**src/rtl/keypad_scanner.sv**
```systemverilog
// keypad_scanner: 4x4 matrix keypad scanner with debounce and valid/ack key hand-off.
// Columns are driven low one at a time; rows (active-low, pulled up) are read back
// through a 2-flop synchronizer. One key code is produced per debounced press.
// Optional feature macro: KEYPAD_ENTRY_EN builds the 16-bit nibble-entry shift register;
// without it entry_word is tied to zero.
module keypad_scanner #(
    parameter int COL_DWELL       = 4,
    parameter int DEBOUNCE_CYCLES = 8
) (
    input  logic        clk,
    input  logic        reset,
    input  logic [3:0]  row_in,
    output logic [3:0]  col_out,
    output logic [3:0]  key_code,
    output logic        key_valid,
    input  logic        key_ack,
    output logic        overrun,
    output logic [15:0] entry_word
);

    localparam int DW  = $clog2(COL_DWELL);
    localparam int DBW = $clog2(DEBOUNCE_CYCLES + 1);
    localparam logic [DW-1:0]  DWELL_LAST = DW'(COL_DWELL - 1);
    localparam logic [DBW-1:0] DEB_LAST   = DBW'(DEBOUNCE_CYCLES - 1);

    typedef enum logic [1:0] {SCAN, DEBOUNCE, HELD} state_t;

    state_t          state_reg, state_next;
    logic [3:0]      rs_meta_reg, rs_reg;
    logic [DW-1:0]   dwell_cnt_reg, dwell_cnt_next;
    logic [DBW-1:0]  deb_cnt_reg, deb_cnt_next;
    logic [1:0]      col_idx_reg, col_idx_next;
    logic [1:0]      row_idx_reg, row_idx_next;
    logic [3:0]      pattern_reg, pattern_next;
    logic [3:0]      col_out_reg, col_out_next;
    logic [3:0]      key_code_reg, key_code_next;
    logic            key_valid_reg, key_valid_next;
    logic            overrun_reg, overrun_next;

    logic [2:0]      low_cnt;
    logic [1:0]      low_idx;
    logic            single_low;
    logic            last_dwell;
    logic            pattern_match;
    logic            deb_done;
    logic            rel_done;
    logic            accept;
    logic            accept_take;
    logic [3:0]      code_new;

    // Two-flop synchronizer for the asynchronous row inputs
    always_ff @(posedge clk or negedge reset) begin
        if (!reset) begin
            rs_meta_reg <= 4'hF;
            rs_reg      <= 4'hF;
        end else begin
            rs_meta_reg <= row_in;
            rs_reg      <= rs_meta_reg;
        end
    end

    // Count low rows and remember which one; more than one low row is a ghost/multi-key
    always_comb begin
        low_cnt = '0;
        low_idx = '0;
        for (int i = 0; i < 4; i++) begin
            if (!rs_reg[i]) begin
                low_cnt = low_cnt + 3'd1;
                low_idx = 2'(i);
            end
        end
    end

    assign single_low    = (low_cnt == 3'd1);
    assign last_dwell    = (dwell_cnt_reg == DWELL_LAST);
    assign pattern_match = (rs_reg == pattern_reg);
    assign deb_done      = pattern_match && (deb_cnt_reg == DEB_LAST);
    assign rel_done      = (rs_reg == 4'hF) && (deb_cnt_reg == DEB_LAST);
    assign accept        = (state_reg == DEBOUNCE) && deb_done;
    assign accept_take   = accept && (!key_valid_reg || key_ack);
    assign code_new      = {row_idx_reg, col_idx_reg};

    // Column decode: the active column is the only one driven low
    generate
        for (genvar gi = 0; gi < 4; gi++) begin : g_col_dec
            assign col_out_next[gi] = (col_idx_next != 2'(gi));
        end
    endgenerate

    // FSM state register
    always_ff @(posedge clk or negedge reset) begin
        if (!reset) begin
            state_reg <= SCAN;
        end else begin
            state_reg <= state_next;
        end
    end

    // FSM next-state logic
    always_comb begin
        state_next = state_reg;
        case (state_reg)
            SCAN: begin
                if (last_dwell && single_low) begin
                    state_next = DEBOUNCE;
                end
            end
            DEBOUNCE: begin
                if (!pattern_match) begin
                    state_next = SCAN;
                end else if (deb_done) begin
                    state_next = HELD;
                end
            end
            HELD: begin
                if (rel_done) begin
                    state_next = SCAN;
                end
            end
            default: state_next = SCAN;
        endcase
    end

    // FSM output logic: counters, column, latched row and key hand-off next values
    always_comb begin
        dwell_cnt_next = dwell_cnt_reg;
        deb_cnt_next   = deb_cnt_reg;
        col_idx_next   = col_idx_reg;
        row_idx_next   = row_idx_reg;
        pattern_next   = pattern_reg;
        key_code_next  = key_code_reg;
        key_valid_next = key_valid_reg;
        overrun_next   = overrun_reg;

        case (state_reg)
            SCAN: begin
                if (last_dwell) begin
                    dwell_cnt_next = '0;
                    if (single_low) begin
                        pattern_next = rs_reg;
                        row_idx_next = low_idx;
                        deb_cnt_next = '0;
                    end else begin
                        col_idx_next = col_idx_reg + 2'd1;
                    end
                end else begin
                    dwell_cnt_next = dwell_cnt_reg + 1'b1;
                end
            end
            DEBOUNCE: begin
                if (!pattern_match) begin
                    deb_cnt_next   = '0;
                    col_idx_next   = col_idx_reg + 2'd1;
                    dwell_cnt_next = '0;
                end else if (deb_done) begin
                    deb_cnt_next = '0;
                end else begin
                    deb_cnt_next = deb_cnt_reg + 1'b1;
                end
            end
            HELD: begin
                if (rs_reg != 4'hF) begin
                    deb_cnt_next = '0;
                end else if (rel_done) begin
                    deb_cnt_next   = '0;
                    col_idx_next   = 2'd0;
                    dwell_cnt_next = '0;
                end else begin
                    deb_cnt_next = deb_cnt_reg + 1'b1;
                end
            end
            default: begin
                deb_cnt_next   = '0;
                dwell_cnt_next = '0;
            end
        endcase

        // Hand-off: a new key wins over an ack in the same cycle
        if (accept) begin
            if (accept_take) begin
                key_code_next  = code_new;
                key_valid_next = 1'b1;
                if (key_valid_reg && key_ack) begin
                    overrun_next = 1'b0;
                end
            end else begin
                overrun_next = 1'b1;
            end
        end else if (key_valid_reg && key_ack) begin
            key_valid_next = 1'b0;
            overrun_next   = 1'b0;
        end
    end

    // Datapath registers
    always_ff @(posedge clk or negedge reset) begin
        if (!reset) begin
            dwell_cnt_reg <= '0;
            deb_cnt_reg   <= '0;
            col_idx_reg   <= 2'd0;
            row_idx_reg   <= 2'd0;
            pattern_reg   <= 4'hF;
            col_out_reg   <= 4'b1110;
            key_code_reg  <= 4'h0;
            key_valid_reg <= 1'b0;
            overrun_reg   <= 1'b0;
        end else begin
            dwell_cnt_reg <= dwell_cnt_next;
            deb_cnt_reg   <= deb_cnt_next;
            col_idx_reg   <= col_idx_next;
            row_idx_reg   <= row_idx_next;
            pattern_reg   <= pattern_next;
            col_out_reg   <= col_out_next;
            key_code_reg  <= key_code_next;
            key_valid_reg <= key_valid_next;
            overrun_reg   <= overrun_next;
        end
    end

`ifdef KEYPAD_ENTRY_EN
    logic [15:0] entry_word_reg;

    // Nibble-entry shift register; oldest nibble leaves through the top
    always_ff @(posedge clk or negedge reset) begin
        if (!reset) begin
            entry_word_reg <= 16'h0000;
        end else if (accept_take) begin
            entry_word_reg <= {entry_word_reg[11:0], code_new};
        end
    end

    assign entry_word = entry_word_reg;
`else
    assign entry_word = 16'h0000;
`endif

    assign col_out   = col_out_reg;
    assign key_code  = key_code_reg;
    assign key_valid = key_valid_reg;
    assign overrun   = overrun_reg;

endmodule
```
**config.mk**
```make
export PLATFORM = sky130hd
export DESIGN_NAME = keypad_scanner
export DESIGN_NICKNAME = d
export VERILOG_FILES = /design/src/rtl/keypad_scanner.sv
export SDC_FILE = /design/constraint.sdc
export NUM_CORES = 1
export LEC_CHECK = 0
export ABC_AREA = 1
export ABC_CLOCK_PERIOD_IN_PS = 3800
export CORE_ASPECT_RATIO = 1.25
export CORE_UTILIZATION = 55
export CTS_CLUSTER_DIAMETER = 30
export DETAILED_ROUTE_END_ITERATION = 16
export MAX_ROUTING_LAYER = met4
export PLACE_DENSITY = 0.83
export SYNTH_ARGS = -nofsm -noshare
export SYNTH_HDL_FRONTEND = slang
export SYNTH_SLANG_ARGS = --single-unit
```
**constraint.sdc**
```tcl
create_clock -name clk -period 3.8 [get_ports clk]
set_input_delay 0.76 -clock clk [delete_from_list [all_inputs] [get_ports clk]]
set_output_delay 0.76 -clock clk [all_outputs]
set_load 0.005 [all_outputs]
```
==> Word-level counts from Yosys, hierarchy flattened <==
Index checks and enable logic that the tools add are counted.
{ "word_totals": {"register_bits": 34, "mem_bits_ro": 0, "memories": 0, "latch_bits": 0, "mem_bits_rw": 0, "elab_cells": 89, "in_bits": 7, "output_inout_bits": 26} }
{ "op_classes": {"n_reduce_logical": 17, "shifts": 0, "div_mod_pow": 0, "eq_ne": 19, "muxes": 35, "addsub": 6, "n_mul": 0, "bitwise": 0, "n_lt_le_gt_ge": 0} }
{ "ops": {"columns": ["op", "count"], "rows": [
  ["$mux W2", 14],
  ["$mux W4", 6],
  ["$pmux W2 S3", 3],
  ["$ne A2 B2 Y1 const B", 8],
  ["$pmux W4 S3", 1],
  ["$add A3 B1 Y3 const B", 3],
  ["$mux W3", 3],
  ["$reduce_and A3 Y1", 3],
  ["$mux W1", 8],
  ["$logic_and A1 B1 Y1", 6],
  ["$reduce_and A2 Y1", 3],
  ["$add A2 B1 Y2 const B", 2],
  ["$add A4 B1 Y4 const B", 1],
  ["$eq A2 B2 Y1 const B", 2],
  ["$eq A4 B3 Y1 const B", 1],
  ["$eq A4 B4 Y1", 1],
  ["$eq A4 B4 Y1 const B", 1],
  ["$ne A2 B1 Y1 const B", 2],
  ["$ne A4 B4 Y1 const B", 1],
  ["$reduce_bool A2 Y1", 2],
  ["$eq A3 B1 Y1 const B", 1],
  ["$ne A3 B3 Y1 const B", 1],
  ["$eq A2 B1 Y1 const B", 1],
  ["$logic_not A2 Y1", 1],
  ["other kinds (2)", 2]
]} }

==> Logic depth before layout (Yosys ltp) <==
Gate-level depths: netlist of the first run.
{ "logic_depth": {"word_depth": 12, "ltp_mapped": 17, "depth_no_buf": 17} }

==> Worst setup path before layout of the first run <==
Ideal clock, no wire load.
{ "synth_path": {"path_kind": "register to register", "from": "reg rs_reg[0]", "to": "reg row_idx_reg[1]", "n_path_buf": 1, "setup_time_ps": 129, "required_ps": 3671, "synth_period_minus_slack_ps": 2178, "arrival_ps": 2049, "path_slack_ps": 1622, "stages_incl_launch_ff": 13, "path_cell_list": "dfstp_2 > inv_1 > ha_1 > nand2_1 > nand2_2 > ha_1 > nor2_1 > nand3_1 > nand2_2 > nand3_1 > nor2_1 > buf_4 > o21ai_0"} }
{ "synth_via": {"elab_chain_cells": 9} }
{ "synth_rtl": {"columns": ["element", "line_no", "rtl"], "rows": [
  ["start: declaration", "29", "logic [3:0] rs_meta_reg, rs_reg;"],
  ["start signal: assignment", "58", "rs_reg <= rs_meta_reg;"],
  ["$mux W1 (*)", "67", "if (!rs_reg[i]) begin"],
  ["$add A3 B1 Y3", "68", "low_cnt = low_cnt + 3'd1;"],
  ["$mux W3 (*)", "67", null],
  ["$add A3 B1 Y3", "68", null],
  ["$mux W3 (*)", "67", null],
  ["$add A3 B1 Y3", "68", null],
  ["$mux W3 (*)", "67", null],
  ["$eq A3 B1 Y1 (*)", "74", "assign single_low = (low_cnt == 3'd1);"],
  ["$reduce_and A3 Y1 (no line) (*)", null, null],
  ["end signal: assignment", "211", "row_idx_reg <= row_idx_next;"],
  ["end: declaration", "33", "logic [1:0] row_idx_reg, row_idx_next;"]
]} }
Every way passes the cells marked *; elsewhere a longest branch is shown, timed or not.
A chain may end at the register's enable or synchronous reset.

==> Worst setup path in the final report of the first run <==
Ends and elaborated chain as after synthesis.

==> flow_summary.ini, run 1 <==
[status]
status = completed

[setup_path]
worstSetupPathType = reg -> reg
r2r_slack_ns = 1.19
end_kind = flip-flop
critPathRequiredTime_ns = 4.01
crit_arrival_ns = 2.82
reg2reg_depth = 12
startpoint = rs_reg[0]
rr_startpoint = rs_reg[0]
cp_max_fo = 12
reg2reg_to = row_idx_reg[1]
startpoint_type = flip-flop

[global_route]
grt_pass1_vias = 1071
antenna_found_initial = 0
grt_max_degree = 26
grt_overflow = 0
grt_pass1_wl_um = 4490
grt_usage_pct = 19.0

[pwr]
power.density_nw_per_um2 = 602
leakage_nw = 0.987
ir_worst_vdd_uv = 337
p_total_mw = 1.23

[sta]
hold_slack_ns = 0.356
period_needed_ns = 2.61
worstMarginPinSlew_ns = 1.05
fin_skew_ns = 0.00441
rsz0062_at_grt = false
fin_tns_setup_ns = 0
finalHoldViolations = 0
finalSetupViolCount = 0
period_share_pct = 68.7
clock.fmax_mhz = 383
finalMaxSlewViolations = 0
slew_headroom_pct = 29.5

[logic_synthesis]
synth_area_leader_cell = dfrtp_1
synth_area_um2 = 1820
synthTopCellsByArea = dfrtp_1 (26%), dfstp_2 (22%), nand2_1 (10%)
async_reset_ff_share_pct = 100
synth_cell_types = 28
synthTopCellsByCount = nand2_1 (49), inv_1 (27), dfrtp_1 (19)
ys_seq_elements = 34
yosysSeqAreaShare_pct = 47.8
synth_cells = 206
synth.top_cell.area_share_pct = 26.1
avgSynthCellArea_um2 = 8.83
yosysWarnings = 0
yosysMostFrequentCell = nand2_1
synth_ff_type = dfrtp_1
synth_edf_count = 0

[floorplan]
io_pins = 33
start_util_pct = 57.0
dieArea_um2 = 3540
num_rows = 23
die_w_um = 53.4
core_um2 = 3190
die_h_um = 66.3

[clock_tree]
insertion_delay_ns = 0.28
htreeDepth = 2
cts_resized = 0
cts_buffers = 5
tritoncts = yes
clock-sinks = 34
cts_buffer_depth = 2
cts_hold_buf = 0
clk_pin_slew_ns = 0.07
postCtsSetupBuffers = 0
ctsRootBufferMaster = clkbuf_8

[drt]
ant_nets = 0
wl_per_cell_um = 10.2
first_pass_iters = 4
routed_wirelength_um = 2690
drc = 0
viasPerCell = 4.78
drt-initial-drc-count = 34
num_vias = 1267

[cells_and_area]
diodes = 0
final_cells = 265
layout-drive-gt1-share_pct = 17.5
fillers = 276
nNetsFinal = 244
areaGrowthSynthToFinish_pct = 12.4

[placement]
place_inst = 257
dp_hpwl_um = 2120
port_buffers = 16
gp_congestion = 0.870

[worst_hold_path]
hp-start = rs_meta_reg[3]
hold_end = rs_reg[3]
min_path_cells = 0
hold_class = reg -> reg

[job]
drv_cap = 0
==> worst max-delay path, stage by stage (launching register included) <==
cell and delay, ns:
dfstp_2 0.57, inv_1 0.07, ha_1 0.32, nand2_1 0.10, nand2_2 0.07, ha_1 0.29, nor2_1 0.08, nand3_1 0.09
nand2_2 0.08, nand3_1 0.11, nor2_1 0.49, o21ai_0 0.16, o21ai_0 0.10
==> area by class of cell <==
class / count / area, µm² / share of cell area, %
clock buffer: 6 / 82.6 / 4.04
inverter: 28 / 105 / 5.14
timing repair buffer: 17 / 168 / 8.20
clock inverter: 2 / 11.3 / 0.551
sequential: 34 / 870 / 42.5
tap: 37 / 46.3 / 2.26
multi-input combinational: 141 / 762 / 37.3
==> how the worst max path moves through the flow <==
| stage | endpoint | cells past startpoint |
|---|---|---|
| finish | row_idx_reg[1] | 12 |
| global route | row_idx_reg[1] | 13 |
| CTS | row_idx_reg[1] | 12 |
| detailed placement | row_idx_reg[1] | 12 |
| global placement | row_idx_reg[1] | 12 |
| floorplan | row_idx_reg[1] | 12 |
==> layer usage <==
layer / GRT usage, % / up-vias / share of wire, %
met5: - / - / 0
met4: 9.87 / 0 / 2.3
met3: 6.21 / 4 / 3.6
met1: 20.9 / 569 / 44
li1: - / 667 / -
met2: 30.0 / 27 / 50
==> cells by family (layout without fill, tap and decap cells) <==
family                     after synthesis  count (layout)  synth area share, %
muxes                                    1               1                0.550
other                                    1              16                0.206
adders and majority gates               10              10                 6.88
xor gates and xnor gates                 2               2                0.963
DFF                                     34              34                 47.8
and+or+nand+nor                         84              84                 21.0
AOI/OAI and AO/OA                       28              28                 9.15
buffers and inverters                   46              53                 13.4
==> power breakdown <==
| group | switching [mW] | internal (mW) | leakage, nW |
|---|---|---|---|
| sequential | 0.0468 | 0.466 | 0.404 |
| combinational | 0.269 | 0.176 | 0.532 |
| clock | 0.128 | 0.146 | 0.0515 |
| total | 0.443 | 0.788 | 0.987 |
==> placed cells by master (no fill, tap or decap), types with 2 or more instances in the layout <==
master,count
a21oi_1,4
a21oi_2,3
clkbuf_8,6
clkdlybuf4s50_1,16
conb_1,16
dfrtp_1,19
dfstp_2,15
ha_1,10
inv_1,27
nand2_1,49
nand2_2,6
nand3_1,13
nand3_2,3
nand4_1,5
nor2_1,6
nor2_2,2
o21ai_0,13
o21ai_1,2
==> metrics by stage <==
stage	cell area (µm²)	setup slack (ns)	util, %
after floorplan	1880	1.62	-
after global placement	1950	1.29	61.1
after detailed placement	1950	1.22	61.1
after CTS	2040	1.20	64.0
after global routing	2040	0.885	64.0
final	2040	1.19	64.0
(Power assumes the default switching activity.)
==> run 2: changes to the inputs <==
--- a/config.mk
+++ b/config.mk
@@ -6,13 +6,13 @@
 export NUM_CORES = 1
 export LEC_CHECK = 0
 export ABC_AREA = 1
-export ABC_CLOCK_PERIOD_IN_PS = 3800
+export ABC_CLOCK_PERIOD_IN_PS = 2500
 export CORE_ASPECT_RATIO = 1.25
-export CORE_UTILIZATION = 55
+export CORE_UTILIZATION = 52
 export CTS_CLUSTER_DIAMETER = 30
 export DETAILED_ROUTE_END_ITERATION = 16
 export MAX_ROUTING_LAYER = met4
-export PLACE_DENSITY = 0.83
+export PLACE_DENSITY = 0.79
 export SYNTH_ARGS = -nofsm -noshare
 export SYNTH_HDL_FRONTEND = slang
 export SYNTH_SLANG_ARGS = --single-unit
==> constraint.sdc (replaced) <==
create_clock -name clk -period 2.5 [get_ports clk]
set_input_delay 0.5 -clock clk [delete_from_list [all_inputs] [get_ports clk]]
set_output_delay 0.5 -clock clk [all_outputs]
set_load 0.005 [all_outputs]
==> run 2 against run 1 <==
Against the previous run:
- clock skew rose by 0.0021 ns
- cell count rose by 1.9%
- first-iteration DRC count rose by 29%
- via count rose by 4.0%
- core utilization rose by 0.83 points
- wire length rose by 9.3%
- combinational power rose by 61%
- critical path depth rose by 2
- sequential share of layout area fell by 1.7 points
==> flow_summary.ini, run 2 (same netlist as run 1, synthesis figures left out) <==
[status]
status = completed

[cells_and_area]
fin_area_um2 = 2130
layout_commonest_cell = nand2_1
fin_util_pct = 64.8
layout-drive-gt1-share_pct = 20.2
areaGrowthSynthToFinish_pct = 16.9
fillers = 274
nNetsFinal = 249
diodes = 0
layout_common_cells = nand2_1 (48), inv_1 (27), dfrtp_1 (19), conb_1 (16), clkdlybuf4s50_1 (16)
final_cells = 270

[pwr]
power_frac_clock_pct = 24.1
p_total_mw = 1.97
ir_worst_vdd_uv = 566
power_frac_comb_pct = 36.3
power.density_nw_per_um2 = 928
internal-power_mw = 1.30
swShare_pct = 34.4
p_seq_share_pct = 39.6
leakage_nw = 1.01
p_sw_uw = 678

[sta]
finalHoldViolations = 0
fin_skew_ns = 0.00646
hold_slack_ns = 0.357
period_share_pct = 92.9
finalMaxSlewViolations = 0
clock.fmax_mhz = 431
finalSetupViolCount = 0
rsz0062_at_grt = true
period_needed_ns = 2.32

[setup_path]
rr_startpoint = rs_reg[0]
cp_max_fo = 4
end_kind = flip-flop
critPathRequiredTime_ns = 2.71
crit_arrival_ns = 2.53
startpoint_type = flip-flop
worstSetupPathType = reg -> reg
startpoint = rs_reg[0]

[placement]
dp_hpwl_um = 2140
port_buffers = 16
place_inst = 258
gp_congestion = 0.806
dpl_cell_area_um2 = 1960

[global_route]
grt_max_degree = 35
grt_pass1_wl_um = 4890
grt_pass1_vias = 1210
grt_usage_pct = 18.9
antenna_found_initial = 0
grt_overflow = 0

[drt]
wl_per_cell_um = 10.9
viasPerCell = 4.88
routed_wirelength_um = 2950
num_vias = 1318
drt-initial-drc-count = 44
ant_nets = 0
first_pass_iters = 4
drc = 0

[clock_tree]
insertion_delay_ns = 0.28
cts_buffer_depth = 2
tritoncts = yes
clk_pin_slew_ns = 0.06
cts_buffers = 5
clock-sinks = 34
ctsRootBufferMaster = clkbuf_8
htreeDepth = 2

[worst_hold_path]
hold_class = reg -> reg
hp-start = rs_meta_reg[2]

[floorplan]
die_w_um = 54.9
start_util_pct = 55.5
io_pins = 33
num_rows = 23
core_um2 = 3280
die_h_um = 68.1
dieArea_um2 = 3740

[job]
drv_cap = 0
## run 2: cell count changes in the layout (fill, tap and decap cells not counted), sizes merged
cell / before / now
buf: 1 / 6
bufinv: 0 / 1
clkbuf: 6 / 7
clkinv: 1 / 0
inv: 29 / 28
## run 2: final timing paths
check / to / slack [ns] / cells after the start
setup / recovery: col_out[1] / 0.18 / 14
hold reg to reg: rs_reg[2] / 0.36 / 0
setup reg to reg: col_out[1] / 0.18 / 14
hold / removal: rs_reg[2] / 0.36 / 0
max in group asynchronous: col_out[3] / 1.54 / 2
min in group asynchronous: key_code[3] / 0.63 / 2
## run 2: power by group through the flow
stage | Clock, mW | Sequential [mW] | Combinational (mW)
2_1_floorplan | 0 | 0.779 | 0.523
3_3_place_gp | 0 | 0.790 | 0.663
5_1_grt | 0.523 | 0.800 | 0.821
6_report | 0.475 | 0.782 | 0.717
3_5_place_dp | 0 | 0.791 | 0.678
4_1_cts | 0.490 | 0.782 | 0.683
## run 2: layout make-up
| class | instances | area (µm²) | share of cell area (%) |
|---|---|---|---|
| Tap cell | 37 | 46.3 | 2.18 |
| Multi-Input combinational cell | 141 | 795 | 37.4 |
| Sequential cell | 34 | 870 | 40.9 |
| Timing Repair Buffer | 22 | 205 | 9.65 |
| Clock buffer | 7 | 76.3 | 3.59 |
| Inverter | 28 | 105 | 4.94 |
| Clock inverter | 1 | 30.0 | 1.41 |
## run 2: what timing repair did
| action | in CTS | in global routing |
|---|---|---|
| endpoints found under the setup margin | 0 | 16 |
| buffers inserted | 0 | 4 |
| gates resized for setup | 0 | 6 |
| hold buffers | 0 | 0 |
## run 2: per-stage QoR
step,setup TNS [ns],setup WS [ns]
2_1_floorplan,0,0.322
3_3_place_gp,0,0.168
3_5_place_dp,0,0.0698
4_1_cts,0,0.0560
5_1_grt,-0.114,-0.0437
6_report,0,0.178
## run 2: worst max-delay path, stage by stage, from the launching register on
cell     delay [ns]
dfstp_2        0.57
inv_1          0.09
ha_4           0.28
inv_1          0.04
nand2_2        0.06
nand2_2        0.06
ha_1           0.28
nor2_1         0.09
nand3_1        0.10
nand2_2        0.09
nand2_1        0.11
nand3_1        0.10
nand3_1        0.11
a21oi_2        0.19
nand2_1        0.07
## run 2: metal layers
layer  routed length [µm]  vias to the layer above  global-route usage, %
met1                 1320                      614                   19.2
met5                    0                        -                      -
li1                     -                      672                      -
met3                  114                        2                   6.00
met4                   19                        0                   6.56
met2                 1490                       30                   33.3
==> RTL change 1, RTL diff (config.mk and constraints of run 2) <==
The parameter `DEBOUNCE_CYCLES` goes from 8 to 4.
--- a/src/rtl/keypad_scanner.sv
+++ b/src/rtl/keypad_scanner.sv
@@ -6,5 +6,5 @@
 module keypad_scanner #(
     parameter int COL_DWELL       = 4,
-    parameter int DEBOUNCE_CYCLES = 8
+    parameter int DEBOUNCE_CYCLES = 4
 ) (
     input  logic        clk,
Check against the original RTL: not equivalent (Yosys sat finds a counterexample within 10 cycles, from zero or initial values and one cycle with reset low).
==> RTL change 1 against run 2 <==
Combinational power shrank 7.5%. Area after synthesis shrank 2.9%. Total power shrank 3.4%. Worst hold slack lost 0.0021 ns. Wire length shrank 5.5%. Worst setup slack gained 0.046 ns. Synthesized cell count shrank 3.9%. Via count shrank 3.0%. Cell count shrank 3.7%. Final area shrank 3.2%. Sequential cell count shrank 1. Critical path type unchanged. Largest cell class unchanged.
==> RTL change 1: results (changes against run 2) <==
status: "finished clean"
ys_warn_count: 0  # unchanged
clk_share_pct: 5.407  # +0.41 points
initialDrtViolationCount: 37  # -16%
num_vias: 1279  # -3.0%
wl_per_cell_um: 10.71  # -1.8%
grt_max_degree: 34  # -2.9%
grt_use_met3_pct: 8.108  # +2.1 points
comb.multi_input.count: 137  # -2.8%
clock_buffer_count: 8  # +1
buffers_excl_clock: 17  # -23%
multi_input_area_um2: 784.5  # -1.3%
met1_usage_pct: 19.45  # +0.24 points
clk_latency_ns: 0.29
synth.avg_cell_area_um2: 8.923  # +1.0%
path_max_fanout: 5  # +1
pwr-share-clk_pct: 24.7  # +0.6 points
synth_ff_type: "dfrtp_1"
leakagePower_nw: 0.9908  # -2.3%
drt-met1-wl_mm: 1.163  # -12%
worstHoldPathType: "flop to flop"
ys_seq_area_share_pct: 47.80  # about the same
dr_wl_met2_mm: 1.408  # -5.5%
cp_slowest_cell: "dfstp_2"
gp_congestion: 0.8580  # +6.5%
grt_usage_pct: 19.33  # +0.42 points
n_sequential_cell: 33  # -2.9%
antennaDiodeCount: 0  # unchanged
ys_top_cells_by_count: "nand2_1, inv_1, dfrtp_1"
switchingPower_mw: 0.6672  # -1.6%
ant_nets: 0  # unchanged
dp_hpwl_mm: 2.028  # -5.1%
bufAreaShareNonClock_pct: 8.141  # -1.5 points
place_ws_ns: 0.1714  # +0.1016 ns
firstDrtPassIters: 7  # +3
pg_seq_mw: 0.773  # -1%
grt_pass1_wl_mm: 4.664  # -4.5%
stdcell_area_um2: 2059  # -3.2%
placedInstanceArea_um2: 1917  # -2.1%
antenna_found_initial: 0  # unchanged
num-nonclk-inverters: 28  # unchanged
synth_area_leaders: "dfrtp_1, dfstp_2, nand2_1"
core_um2: 3223  # -1.8%
drive_gt1_share_pct: 21.08  # +0.90 points
grt_pass1_vias: 1144  # -5.5%
final_nets: 240  # -3.6%
grtUsageMet2_pct: 31.40  # -1.9 points
dp.cells: 251  # -2.7%
fin_worst_skew_ns: 0.004964  # -0.001498 ns
crit_arrival_ns: 2.47  # -0.06 ns
route.met3.wl_um: 149  # +31%
sh_seq_area_pct: 41.01  # +0.13 points
yosysUniqueCellTypes: 27  # -3.6%
wl_mm: 2.784  # -5.5%
h-tree-depth: 2  # unchanged
fillers: 276  # +0.73%
pwr-share-seq_pct: 40.6  # +1.0 points
max-vdd-ir-drop_mv: 0.5782  # +2.1%
==> RTL change 1: cell families (layout without fill, tap and decap cells) <==
| family | after synthesis | count (layout) | synth area share (%) |
|---|---|---|---|
| simple gates | 81 | 82 | 21.10 |
| buf+inv | 44 | 53 | 12.75 |
| flops | 33 | 33 | 47.80 |
| compound gates | 26 | 26 | 8.925 |
| fa+ha+maj | 11 | 11 | 7.790 |
| xor+xnor | 2 | 2 | 1.417 |
| other cells | 1 | 16 | 0.2123 |
==> RTL change 1: worst paths after layout <==
kind                                 from             end  slack, ns  cells past startpoint
max in group asynchronous           reset  rs_meta_reg[3]       1.56                      2
hold reg to reg            rs_meta_reg[3]       rs_reg[3]       0.36                      0
min in group asynchronous           reset      col_out[0]       0.60                      2
setup / recovery                rs_reg[0]    state_reg[1]       0.22                     13
hold / removal             rs_meta_reg[3]       rs_reg[3]       0.36                      0
setup reg to reg                rs_reg[0]    state_reg[1]       0.22                     13
==> RTL change 2, RTL diff (config.mk and constraints of run 2) <==
Without the edit above. Put one more register stage on the output `overrun`, with the module's reset. The value now appears one clock later. The other outputs are not delayed to match.
--- a/src/rtl/keypad_scanner.sv
+++ b/src/rtl/keypad_scanner.sv
@@ -238,5 +238,11 @@
     assign key_code  = key_code_reg;
     assign key_valid = key_valid_reg;
-    assign overrun   = overrun_reg;
+    always_ff @(posedge clk or negedge reset) begin
+        if (!reset) begin
+            overrun <= '0;
+        end else begin
+            overrun <= overrun_reg;
+        end
+    end
 
 endmodule
Function: same outputs for any inputs over 10 cycles, from zero or initial values and one cycle with reset low; that may be too few to reach the edited logic, so the function may still have changed.
==> RTL change 2 against run 2 <==
Synthesized cell count up 0.49%. Cell count unchanged. Wire length up 3.5%. Via count up 0.46%. Total power down 1.1%. Sequential cell count up 1. Global-route usage up 0.20 points. Area after synthesis up 1.4%. Worst setup slack worse by 0.014 ns. Clock skew up 0.0040 ns. Non-clock buffer count down 1. Clock power down 14%. Count of clock-buffer cells in the layout unchanged. Final area up 1.7%.
==> RTL change 2: results (changes against run 2) <==
status: "finished clean"
swShare_pct: 36.38  # +2.0 points
max-vdd-ir-drop_mv: 0.5946  # +5.0%
cts_made_buffers: 5  # unchanged
yosysUniqueCellTypes: 28  # unchanged
initialDrtViolationCount: 27  # -39%
dp_hpwl_mm: 2.143  # +0.22%
cp_slowest_cell: "dfstp_2"
ys_top_cells_by_count: "nand2_1, inv_1, dfrtp_1"
grt_usage_pct: 19.11  # +0.20 points
gp_congestion: 0.7955  # -1.2%
place_ws_ns: 0.1622  # +0.09235 ns
num_vias: 1324  # +0.46%
synth_compound_area_share_pct: 9.023  # -0.12 points
ys_seq_area_share_pct: 48.51  # +0.71 points
grt_pass1_vias: 1232  # +1.8%
power_frac_comb_pct: 38.1  # +1.8 points
yosys.area_share.adder_pct: 6.784  # -0.093 points
worstHoldPathType: "flop to flop"
path_max_fanout: 6  # +2
fin_worst_skew_ns: 0.01045  # +0.003993 ns
wl_per_cell_um: 11.29  # +3.5%
p_clk_mw: 0.410  # -14%
synth_xor_xnor_area_share_pct: 0.9498  # -0.013 points
synth_mux_area_share_pct: 0.5427  # -0.0075 points
antenna_found_initial: 0  # unchanged
fillers: 279  # +1.8%
async_flop_share_pct: 100.0  # unchanged
leakagePower_nw: 1.021  # +0.70%
critPathTopFamily: "simple AND/OR/NAND/NOR gates"
synth_ff_type: "dfrtp_1"
drive_gt1_share_pct: 22.75  # +2.6 points
crit_arrival_ns: 2.56  # +0.03 ns
fin_total_pwr_mw: 1.953  # -1.1%
final_nets: 249  # unchanged
grt_pass1_wl_mm: 5.299  # +8.5%
synth_area_leaders: "dfrtp_1, dfstp_2, nand2_1"
grt_max_degree: 36  # +2.9%
antennaDiodeCount: 0  # unchanged
## RTL change 2: metal layers
metal  part of all wire (%)  routed length [um]  GRT usage (%)
met3                    4.7                 144          5.784
met5                      0                   0              -
met1                     43                1299          21.57
met2                     51                1547          31.93
met4                    1.9                  58          8.438
## RTL change 2: final timing paths
kind,from,cells after the start,end,slack [ns]
min in group asynchronous,reset,2,row_idx_reg[0],0.61
setup reg to reg,rs_reg[1],14,pattern_reg[0],0.16
hold / removal,rs_meta_reg[1],0,rs_reg[1],0.35
hold reg to reg,rs_meta_reg[1],0,rs_reg[1],0.35
max in group asynchronous,reset,2,col_out[1],1.55
setup / recovery,rs_reg[1],14,pattern_reg[0],0.16
## RTL change 2: cell type report
cell class	count	area [um^2]	share of cell area [%]
sequential	35	894.6	41.35
tap	37	46.29	2.140
clock inverter	1	5.005	0.2313
inverter	28	105.1	4.858
multi-input combinational	141	824.5	38.11
clock buffer	7	86.33	3.991
timing repair buffer	21	201.4	9.312
## RTL change 2: stage by stage
| stage | utilization, % | instance area, um^2 | std cells |
|---|---|---|---|
| after global placement | 60.45 | 1983 | 259 |
| after global routing | 65.94 | 2163 | 270 |
| final | 65.94 | 2163 | 270 |
| after CTS | 63.23 | 2074 | 267 |
| after floorplan | - | 1901 | 222 |
| after detailed placement | 60.45 | 1983 | 259 |
## RTL change 2: kinds of logic (layout without fill, tap and decap cells)
logic type | count (synthesis) | after routing
XOR/XNOR | 2 | 2
other | 1 | 16
multiplexers | 1 | 1
AND/OR/NAND/NOR | 84 | 84
adder cells (fa/ha/maj) | 10 | 10
AO/OA/AOI/OAI | 28 | 28
flip-flops | 35 | 35
buffers and inverters | 46 | 57
